`src/rtl/quad_gen_pkg.sv`:
```
// Shared types and constants for the quadrature step generator.
// Holds the FSM state enum, the CW/CCW phase tables, idle levels and bounce length.
package quad_gen_pkg;

   typedef enum logic [1:0] {
      ST_IDLE   = 2'd0,
      ST_ROTATE = 2'd1,
      ST_PRESS  = 2'd2,
      ST_GAP    = 2'd3
   } state_e;

   // Phase tables, index 0 in the low bits; each entry is {A,B}
   localparam logic [7:0] CW_SEQ  = 8'b11_10_00_01;
   localparam logic [7:0] CCW_SEQ = 8'b11_01_00_10;

   localparam logic [1:0]  IDLE_AB    = 2'b11;
   localparam logic        IDLE_C     = 1'b1;
   localparam int unsigned BOUNCE_LEN = 4;

   function automatic logic [1:0] phase_ab(input logic cw, input logic [1:0] idx);
      logic [7:0] seq;
      seq = cw ? CW_SEQ : CCW_SEQ;
      return seq[{idx, 1'b0} +: 2];
   endfunction

   // True when hold offset k falls on an "old level" slot of the bounce burst
   function automatic logic bounce_odd(input int unsigned k);
      return (k < BOUNCE_LEN) && k[0];
   endfunction

endpackage

```
`src/rtl/quad_phase_timer.sv`:
```
// Hold-time down-counter for quadrature phases and press/gap intervals.
// With QUAD_STEP_GEN_BOUNCE_EN it also flags the bounce slots that follow each load.
module quad_phase_timer
   import quad_gen_pkg::*;
#(
   parameter int unsigned W = 8
) (
   input  logic         clk,
   input  logic         reset,
   input  logic         load,
   input  logic [W-1:0] load_val,
`ifdef QUAD_STEP_GEN_BOUNCE_EN
   output logic         bounce_odd_c,
`endif
   output logic         expire_c
);

   logic [W-1:0] cnt;

   // Loaded with hold-1 so expiry lines up with the edge that ends the hold
   always_ff @(posedge clk) begin
      if (reset) begin
         cnt <= '0;
      end else if (load) begin
         cnt <= load_val - W'(1);
      end else if (cnt != '0) begin
         cnt <= cnt - W'(1);
      end
   end

   assign expire_c = (cnt == '0);

`ifdef QUAD_STEP_GEN_BOUNCE_EN
   logic [W-1:0] len_q;

   always_ff @(posedge clk) begin
      if (reset) begin
         len_q <= '0;
      end else if (load) begin
         len_q <= load_val;
      end
   end

   // len_q - cnt is the hold offset of the cycle that follows the next edge
   assign bounce_odd_c = bounce_odd(32'(len_q - cnt));
`endif

endmodule

```
`src/rtl/quad_step_gen.sv`:
```
// Quadrature rotary-encoder transmitter: emits detent steps and push presses on Rot_A/B/C.
// Define QUAD_STEP_GEN_BOUNCE_EN to add a new/old/new/old glitch burst on every output transition.
module quad_step_gen
   import quad_gen_pkg::*;
#(
   parameter int unsigned PHASE_CYC = 16,
   parameter int unsigned PRESS_CYC = 64,
   parameter int unsigned CNT_W     = 8
) (
   input  logic             Fg_CLK,
   input  logic             RESET,
   input  logic             Cmd_Valid,
   output logic             Cmd_Ready,
   input  logic             Cmd_Press,
   input  logic             Cmd_Dir,
   input  logic [CNT_W-1:0] Cmd_Steps,
   output logic             Rot_A,
   output logic             Rot_B,
   output logic             Rot_C,
   output logic             Busy,
   output logic [CNT_W-1:0] Steps_Left,
   output logic             Done
);

   localparam int unsigned HOLD_MAX = (PHASE_CYC > PRESS_CYC) ? PHASE_CYC : PRESS_CYC;
   localparam int unsigned TMR_W    = $clog2(HOLD_MAX + 1);

   state_e           state_q, state_d;
   logic [1:0]       phase_q, phase_d;
   logic             dir_q, dir_d;
   logic [1:0]       ab_q, ab_d;
   logic             c_q, c_d;
   logic [CNT_W-1:0] steps_d;
   logic             done_d;
   logic             busy_d;
   logic             tmr_load;
   logic [TMR_W-1:0] tmr_val;
   logic             expire_c;
   logic             accept_c;
   logic             last_step_c;

   assign accept_c    = Cmd_Valid && Cmd_Ready;
   assign last_step_c = expire_c && (phase_q == 2'd3) && (Steps_Left == CNT_W'(1));

`ifdef QUAD_STEP_GEN_BOUNCE_EN
   logic bounce_odd_c;
`endif

   quad_phase_timer #(
      .W (TMR_W)
   ) u_timer (
      .clk          (Fg_CLK),
      .reset        (RESET),
      .load         (tmr_load),
      .load_val     (tmr_val),
`ifdef QUAD_STEP_GEN_BOUNCE_EN
      .bounce_odd_c (bounce_odd_c),
`endif
      .expire_c     (expire_c)
   );

   // State and clean output registers; RESET wins over any accept
   always_ff @(posedge Fg_CLK) begin
      if (RESET) begin
         state_q    <= ST_IDLE;
         phase_q    <= '0;
         dir_q      <= 1'b0;
         ab_q       <= IDLE_AB;
         c_q        <= IDLE_C;
         Steps_Left <= '0;
         Done       <= 1'b0;
         Busy       <= 1'b0;
         Cmd_Ready  <= 1'b1;
      end else begin
         state_q    <= state_d;
         phase_q    <= phase_d;
         dir_q      <= dir_d;
         ab_q       <= ab_d;
         c_q        <= c_d;
         Steps_Left <= steps_d;
         Done       <= done_d;
         Busy       <= busy_d;
         Cmd_Ready  <= !busy_d;
      end
   end

   always_comb begin
      state_d = state_q;
      case (state_q)
         ST_IDLE: begin
            if (accept_c) begin
               if (Cmd_Press) begin
                  state_d = ST_PRESS;
               end else if (Cmd_Steps != '0) begin
                  state_d = ST_ROTATE;
               end
            end
         end
         ST_ROTATE: if (last_step_c) state_d = ST_IDLE;
         ST_PRESS:  if (expire_c)    state_d = ST_GAP;
         ST_GAP:    if (expire_c)    state_d = ST_IDLE;
         default:   state_d = ST_IDLE;
      endcase
   end

   // Next values for the phase index, step count, pin levels and timer reloads
   always_comb begin
      phase_d  = phase_q;
      dir_d    = dir_q;
      ab_d     = ab_q;
      c_d      = c_q;
      steps_d  = Steps_Left;
      done_d   = 1'b0;
      tmr_load = 1'b0;
      tmr_val  = TMR_W'(PHASE_CYC);
      case (state_q)
         ST_IDLE: begin
            steps_d = '0;
            if (accept_c) begin
               if (Cmd_Press) begin
                  c_d      = ~IDLE_C;
                  tmr_load = 1'b1;
                  tmr_val  = TMR_W'(PRESS_CYC);
               end else if (Cmd_Steps != '0) begin
                  steps_d  = Cmd_Steps;
                  dir_d    = Cmd_Dir;
                  phase_d  = 2'd0;
                  ab_d     = phase_ab(Cmd_Dir, 2'd0);
                  tmr_load = 1'b1;
               end else begin
                  done_d = 1'b1;
               end
            end
         end
         ST_ROTATE: begin
            if (expire_c) begin
               if (phase_q == 2'd3) begin
                  steps_d = Steps_Left - CNT_W'(1);
                  if (Steps_Left == CNT_W'(1)) begin
                     done_d = 1'b1;
                  end else begin
                     phase_d  = 2'd0;
                     ab_d     = phase_ab(dir_q, 2'd0);
                     tmr_load = 1'b1;
                  end
               end else begin
                  phase_d  = phase_q + 2'd1;
                  ab_d     = phase_ab(dir_q, phase_q + 2'd1);
                  tmr_load = 1'b1;
               end
            end
         end
         ST_PRESS: begin
            if (expire_c) begin
               c_d      = IDLE_C;
               tmr_load = 1'b1;
               tmr_val  = TMR_W'(PRESS_CYC);
            end
         end
         ST_GAP: begin
            if (expire_c) done_d = 1'b1;
         end
         default: ;
      endcase
      busy_d = (state_d != ST_IDLE);
   end

`ifdef QUAD_STEP_GEN_BOUNCE_EN
   logic [2:0] mask_q;

   // Pins follow the clean levels except on odd bounce slots, where the changed line reverts
   always_ff @(posedge Fg_CLK) begin
      if (RESET) begin
         mask_q <= '0;
         Rot_A  <= IDLE_AB[1];
         Rot_B  <= IDLE_AB[0];
         Rot_C  <= IDLE_C;
      end else if ({ab_d, c_d} != {ab_q, c_q}) begin
         mask_q                <= {ab_d, c_d} ^ {ab_q, c_q};
         {Rot_A, Rot_B, Rot_C} <= {ab_d, c_d};
      end else begin
         {Rot_A, Rot_B, Rot_C} <= {ab_q, c_q} ^ (mask_q & {3{bounce_odd_c}});
      end
   end
`else
   assign Rot_A = ab_q[1];
   assign Rot_B = ab_q[0];
   assign Rot_C = c_q;
`endif

endmodule

```
`config.mk`:
```
export PLATFORM = sky130hd
export DESIGN_NAME = quad_step_gen
export DESIGN_NICKNAME = d
export VERILOG_FILES = /design/src/rtl/quad_gen_pkg.sv /design/src/rtl/quad_phase_timer.sv /design/src/rtl/quad_step_gen.sv
export SDC_FILE = /design/constraint.sdc
export NUM_CORES = 1
export LEC_CHECK = 0
export CORE_MARGIN = 4
export CORE_UTILIZATION = 25
export DETAILED_ROUTE_END_ITERATION = 10
export PLACE_DENSITY_LB_ADDON = 0.1
export REMOVE_ABC_BUFFERS = 1
export SLEW_MARGIN = 25
export SYNTH_ARGS = -nofsm -noshare
export SYNTH_HDL_FRONTEND = slang
export SYNTH_SLANG_ARGS = --single-unit
```
`constraint.sdc`:
```
create_clock -name Fg_CLK -period 7.51 [get_ports Fg_CLK]
set_input_delay 1.502 -clock Fg_CLK [delete_from_list [all_inputs] [get_ports Fg_CLK]]
set_output_delay 1.502 -clock Fg_CLK [all_outputs]
set_load 0.05 [all_outputs]
```
; ---- Word-level counts from Yosys, hierarchy flattened
; Index checks and enable logic that the tools add are counted.
[word_totals]
ff_bits = 26
latchBits = 0
ramBits = 0
rom_bits = 0
inputBits = 13
output_inout_bits = 14
elab_cells = 99
n_memories = 0
[classes]
add_sub_neg = 4
multipliers = 0
div_mod_pow = 0
n_lt_le_gt_ge = 0
n_eq_ne = 13
shift = 1
muxes = 54
bitwise_logic = 1
reduce_logical = 16
[ops]
columns = op, count
row1 = $mux 8, 5
row2 = $mux 2, 19
row3 = $mux 7, 5
row4 = $mux 1, 16
row5 = $pmux 8 s2, 1
row6 = $ne 2x2->1 const B, 7
row7 = $pmux 7 s2, 1
row8 = $sub 7x1->7 const B, 2
row9 = $eq 8x1->1 const B, 1
row10 = $pmux 2 s2, 2
row11 = $pmux 2 s4, 1
row12 = $reduce_and 4->1, 2
row13 = $reduce_bool 2->1, 4
row14 = $reduce_bool 8->1, 1
row15 = $shiftx 8x4->2, 1
row16 = $sub 8x1->8 const B, 1
row17 = $logic_not 7->1, 1
row18 = $reduce_bool 7->1, 1
row19 = $eq 2x2->1 const B, 3
row20 = $mux 6, 1
row21 = $pmux 1 s3, 2
row22 = $reduce_and 6->1, 1
row23 = $logic_and 1x1->1, 3
row24 = $ne 3x3->1 const B, 1
row25 = 7 further kinds, 7

; ---- Longest topological paths before layout
[logic_depth]
ltp_word = 7
ltp_mapped = 11
depth_no_buf = 11

; ---- Modules after synthesis
; A second synthesis with hierarchy kept.
[unflattened]
cells_unflattened = 201
area_unflattened_um2 = 1650.3
[modules_own_cells]
columns = mod, n_inst, cells_per_inst, area_per_inst_um2, seq_area_each_um2
row1 = quad_step_gen, 1, 152, 1199.9, 380.4
row2 = quad_phase_timer, 1, 49, 450.4, 140.1

; ---- Least setup slack after synthesis
; Ideal clock, no wire load.
[synth_path]
path_kind = input port to flip-flop
from = in Cmd_Steps[4]
to = reg u_timer.cnt[6]
setup_ns = 0.096
t_arrival_ns = 3.192
required_time_ns = 7.414
slack_ns = 4.222
cell_stages = 9
n_path_buf = 0
path_cell_list = nor4_2 > a311oi_1 > nor2_1 > nand2_1 > ha_1 > nor4b_1 > nand2_1 > nand2_1 > nor4b_1
[synth_between]
elab_chain_cells = 6
elab_cells_between_ends = 7
cone_classes = mux: 5 / reduce/logical: 2
[synth_rtl]
columns = element, line
row1 = "start, declared", quad_step_gen.sv:16  ; input logic [CNT_W-1:0] Cmd_Steps,
row2 = $reduce_bool 8->1 (*), quad_step_gen.sv:124  ; end else if (Cmd_Steps != '0) begin
row3 = $mux 1 (*), quad_step_gen.sv:124
row4 = $mux 1 (*), quad_step_gen.sv:120  ; if (Cmd_Press) begin
row5 = $mux 1 (*), quad_step_gen.sv:119  ; if (accept_c) begin
row6 = $pmux 1 s3 (*), quad_step_gen.sv:116  ; case (state_q)
row7 = $mux 7 or $reduce_bool 2->1 (tied branches), n/a
row8 = "end signal, assigned", quad_phase_timer.sv:25  ; cnt <= load_val - W'(1);
row9 = "end signal, assigned", quad_phase_timer.sv:27  ; cnt <= cnt - W'(1);
row10 = "end, declared", quad_phase_timer.sv:18  ; logic [W-1:0] cnt;
; Every way passes the cells marked *; elsewhere a longest branch is shown, timed or not.
; A chain may end at the register's enable or synchronous reset.

; ---- Final worst setup path
[layout_path]
from = in Cmd_Valid
to = reg u_timer.cnt[6]
[layout_between]
elab_chain_cells = 5
elab_cells_between_ends = 8
cone_classes = add/sub: 1 / mux: 5 / reduce/logical: 2
[layout_rtl]
columns = element, line
row1 = "start, declared", quad_step_gen.sv:12  ; input logic Cmd_Valid,
row2 = $logic_and 1x1->1 (*), quad_step_gen.sv:42  ; assign accept_c = Cmd_Valid && Cmd_Ready;
row3 = $mux 7, quad_step_gen.sv:119
row4 = $pmux 7 s2, quad_step_gen.sv:116
row5 = $sub 7x1->7, quad_phase_timer.sv:25
row6 = $mux 7, quad_phase_timer.sv:24  ; end else if (load) begin
; Marked as above.

==> impl_results.md <==
* Final WS setup at 3.49 ns
* CTS tree: done
* First-pass GRT wire length at 6.89 mm
* Share of cells above drive strength 1 at 0.0900
* Area growth syn-to-layout at 23.5%
* Power per Cell Area at 302 nW/um2
* Post-route DRC at 0
* Vias at 1444
* Register area share after synthesis at 0.337
* Initial antenna violation count at 0
* Critical Path RT at 7.68 ns
* Crit end category: register
* Final GP Congestion at 0.811
* Critical Path Start Type: input pin
* Crit path DAT at 4.20 ns
* Via-per-instance ratio at 5.05
* Multi-input logic area at 952 um2
* # fillers at 643
* DP Wirelength at 3.15 mm
* P_leak at 0.670 nW
* Vias in the first global route at 1393
* Post-Syn Area at 1540 um2
* Ys flop type: dfxtp_1
* Placement Setup Slack at 3.18 ns
* Worst slew margin at 0.360
* Reg-to-reg endpoint: u_timer.cnt[6]
* Hold EP: ab_q[1]
* CTS Buffer Depth at 2
* Worst hold slack at 0.468 ns
* Final Hold Vio Count at 0
* Post-synth EDFFs at 0
* Crit Path Category: input pin to register
* Least-Margin Pin Slew at 0.953 ns
* Htree depth at 1
* Die width at 86.6 um
* Routed len/inst at 14.5 um
* Final Setup Violations at 0
* Inserted Diodes at 0
* Worst R2R Path Depth at 9
* Clk Latency, worst-skew pair at 0.27 ns
* Final slew viol count at 0
* Tcrit/Tclk final at 0.536
* Routed Antenna Nets at 0
* Ys async rst share at 0
* Row cnt at 28
* Setup Skew at 0.00178 ns
* CTS root buffer: clkbuf_8
* Num CTS Buffers at 3
* Io pins at 27
* Hold Startpoint: ab_q[1]
* Placed cell area at 1860 um2
* Pin count of the biggest net entering global routing at 22
* Die Height at 86.6 um
* Setup bufs post-CTS at 0
* Status: finished, final reports clean
* IO buf count at 26
* Resized cells post-CTS at 0
* Reg2Reg Launch Point: state_q[0]
* Max frequency at 249 MHz
* Synth unique cells at 47
* Finished Core Util at 0.320
* Core area at 5960 um2
* Starting density of the core at 0.259
* GRT overflow at 0
* Max_cap viols at 0
* Min Tclk post-route at 4.02 ns
* Storage element area at 520 um2
* Die ar. at 7490 um2
* Setup TNS at 0 ns
* Gr usage total at 0.116
* Max VDD drop at 123 uV
* Routed Wire Length at 4.14 mm
* Finished Cell Area at 1910 um2
* Hold buffers post-CTS at 0
* RSZ-0062 raised after global routing: no
* Fin nets at 230
* Hold depth at 1
* Detailed Route Iter0 Violations at 37
* Worst-path clk slew at 0.09 ns
* Pre-Repair DR Iteration Count at 4
* Ys Warns at 0
* CP Max Fanout at 7
* R2R Setup Slk at 4.51 ns
* Hold Crit Class: register to register
* Post-Syn Instances at 189
* Post-synthesis area per instance at 8.16 um2
* Synth Register Bits at 26
* Clk sinks at 26
==> metal layers <==
layer / routed length, um / up-vias / track usage
met4: 23 / 0 / 0.0170
met3: 165 / 2 / 0.0323
met2: 1970 / 19 / 0.196
li1: - / 747 / -
met5: 0 / - / 0
met1: 1980 / 676 / 0.149
==> state kept, by name (all words and copies together), names as in the netlist, 2 cells and up <==
signal       count
phase_q          2
Steps_Left       8
state_q          2
u_timer.cnt      7
ab_q             2
==> cell type report <==
type	instances	area share
Multi-Input combinational cell	147	0.500
Sequential cell	26	0.273
Timing Repair Buffer	27	0.141
Tap cell	75	0.0492
Clock buffer	3	0.0217
Inverter	8	0.0158
==> critical path, cell delays in order <==
cell	delay, ns
clkdlybuf4s50_1	0.52
nand2_1	0.11
a311oi_1	0.79
nor2_1	0.19
nand2_1	0.12
ha_1	0.26
nor4b_1	0.34
nor4_1	0.08
nor4b_1	0.28
==> stage by stage <==
stage / instances / total power, mW
floorplan: 181 / 0.415
global placement: 283 / 0.508
detailed placement: 283 / 0.500
CTS: 286 / 0.586
global route: 286 / 0.621
finish: 286 / 0.575
==> layout by cell type, fill, tap and decap left out, types with 2 or more instances in the layout <==
| cell | Yosys | routed |
|---|---|---|
| a211oi_1 | 2 | 2 |
| a21o_1 | 2 | 2 |
| a21oi_1 | 19 | 19 |
| a221oi_1 | 2 | 2 |
| a311oi_1 | 3 | 3 |
| a31oi_1 | 4 | 4 |
| a41o_1 | 2 | 2 |
| clkbuf_8 | 0 | 3 |
| clkdlybuf4s50_1 | 0 | 26 |
| dfxtp_1 | 26 | 26 |
| ha_1 | 4 | 4 |
| inv_1 | 8 | 8 |
| mux2i_1 | 4 | 4 |
| nand2_1 | 18 | 18 |
| nand2b_1 | 2 | 2 |
| nand3_1 | 8 | 8 |
| nand4_1 | 2 | 2 |
| nor2_1 | 18 | 18 |
| nor2b_1 | 2 | 2 |
| nor3_1 | 6 | 6 |
| nor4_1 | 2 | 2 |
| nor4_2 | 2 | 2 |
| nor4b_1 | 2 | 2 |
| o21ai_0 | 13 | 13 |
| o21ba_2 | 2 | 2 |
| o31ai_1 | 2 | 2 |
| or2_2 | 4 | 4 |
| or3_1 | 3 | 3 |
| or4_1 | 3 | 3 |
| xnor2_1 | 2 | 2 |
==> power by group <==
part	total [mW]	switching, mW	internal, mW
Clock	0.0801	0.0441	0.0360
Sequential	0.206	0.0364	0.170
Combinational	0.289	0.176	0.113
Total	0.575	0.257	0.318
==> worst max path at each step <==
| stage | from | end | slack (ns) | depth (start not counted) |
|---|---|---|---|---|
| final | Cmd_Valid | u_timer.cnt[6] | 3.49 | 9 |
| after CTS | Cmd_Valid | u_timer.cnt[6] | 3.47 | 9 |
| after global placement | Cmd_Valid | u_timer.cnt[6] | 3.29 | 9 |
| after detailed placement | Cmd_Valid | u_timer.cnt[6] | 3.18 | 9 |
| after floorplan | Cmd_Steps[4] | u_timer.cnt[6] | 4.21 | 9 |
| after global routing | Cmd_Valid | u_timer.cnt[6] | 3.11 | 9 |
==> cells in the mapped netlist, types with 6 or more instances <==
cell	count	area [um2]
dfxtp_1	26	521
a21oi_1	19	95.1
nand2_1	18	67.6
o21ai_0	13	65.1
nor2_1	18	67.6
inv_1	8	30.0
nor3_1	6	30.0
nand3_1	8	40.0
==> logic make-up (layout without fill, tap and decap cells) <==
group / Yosys count / in the layout / share of synthesized area
xor+xnor: 2 / 2 / 0.0114
mux: 4 / 4 / 0.0260
simple gates: 78 / 78 / 0.284
flops: 26 / 26 / 0.337
compound gates: 59 / 59 / 0.264
buf+inv: 16 / 38 / 0.0454
fa+ha+maj: 4 / 4 / 0.0324
No activity file was read; power rests on OpenSTA's default activity.
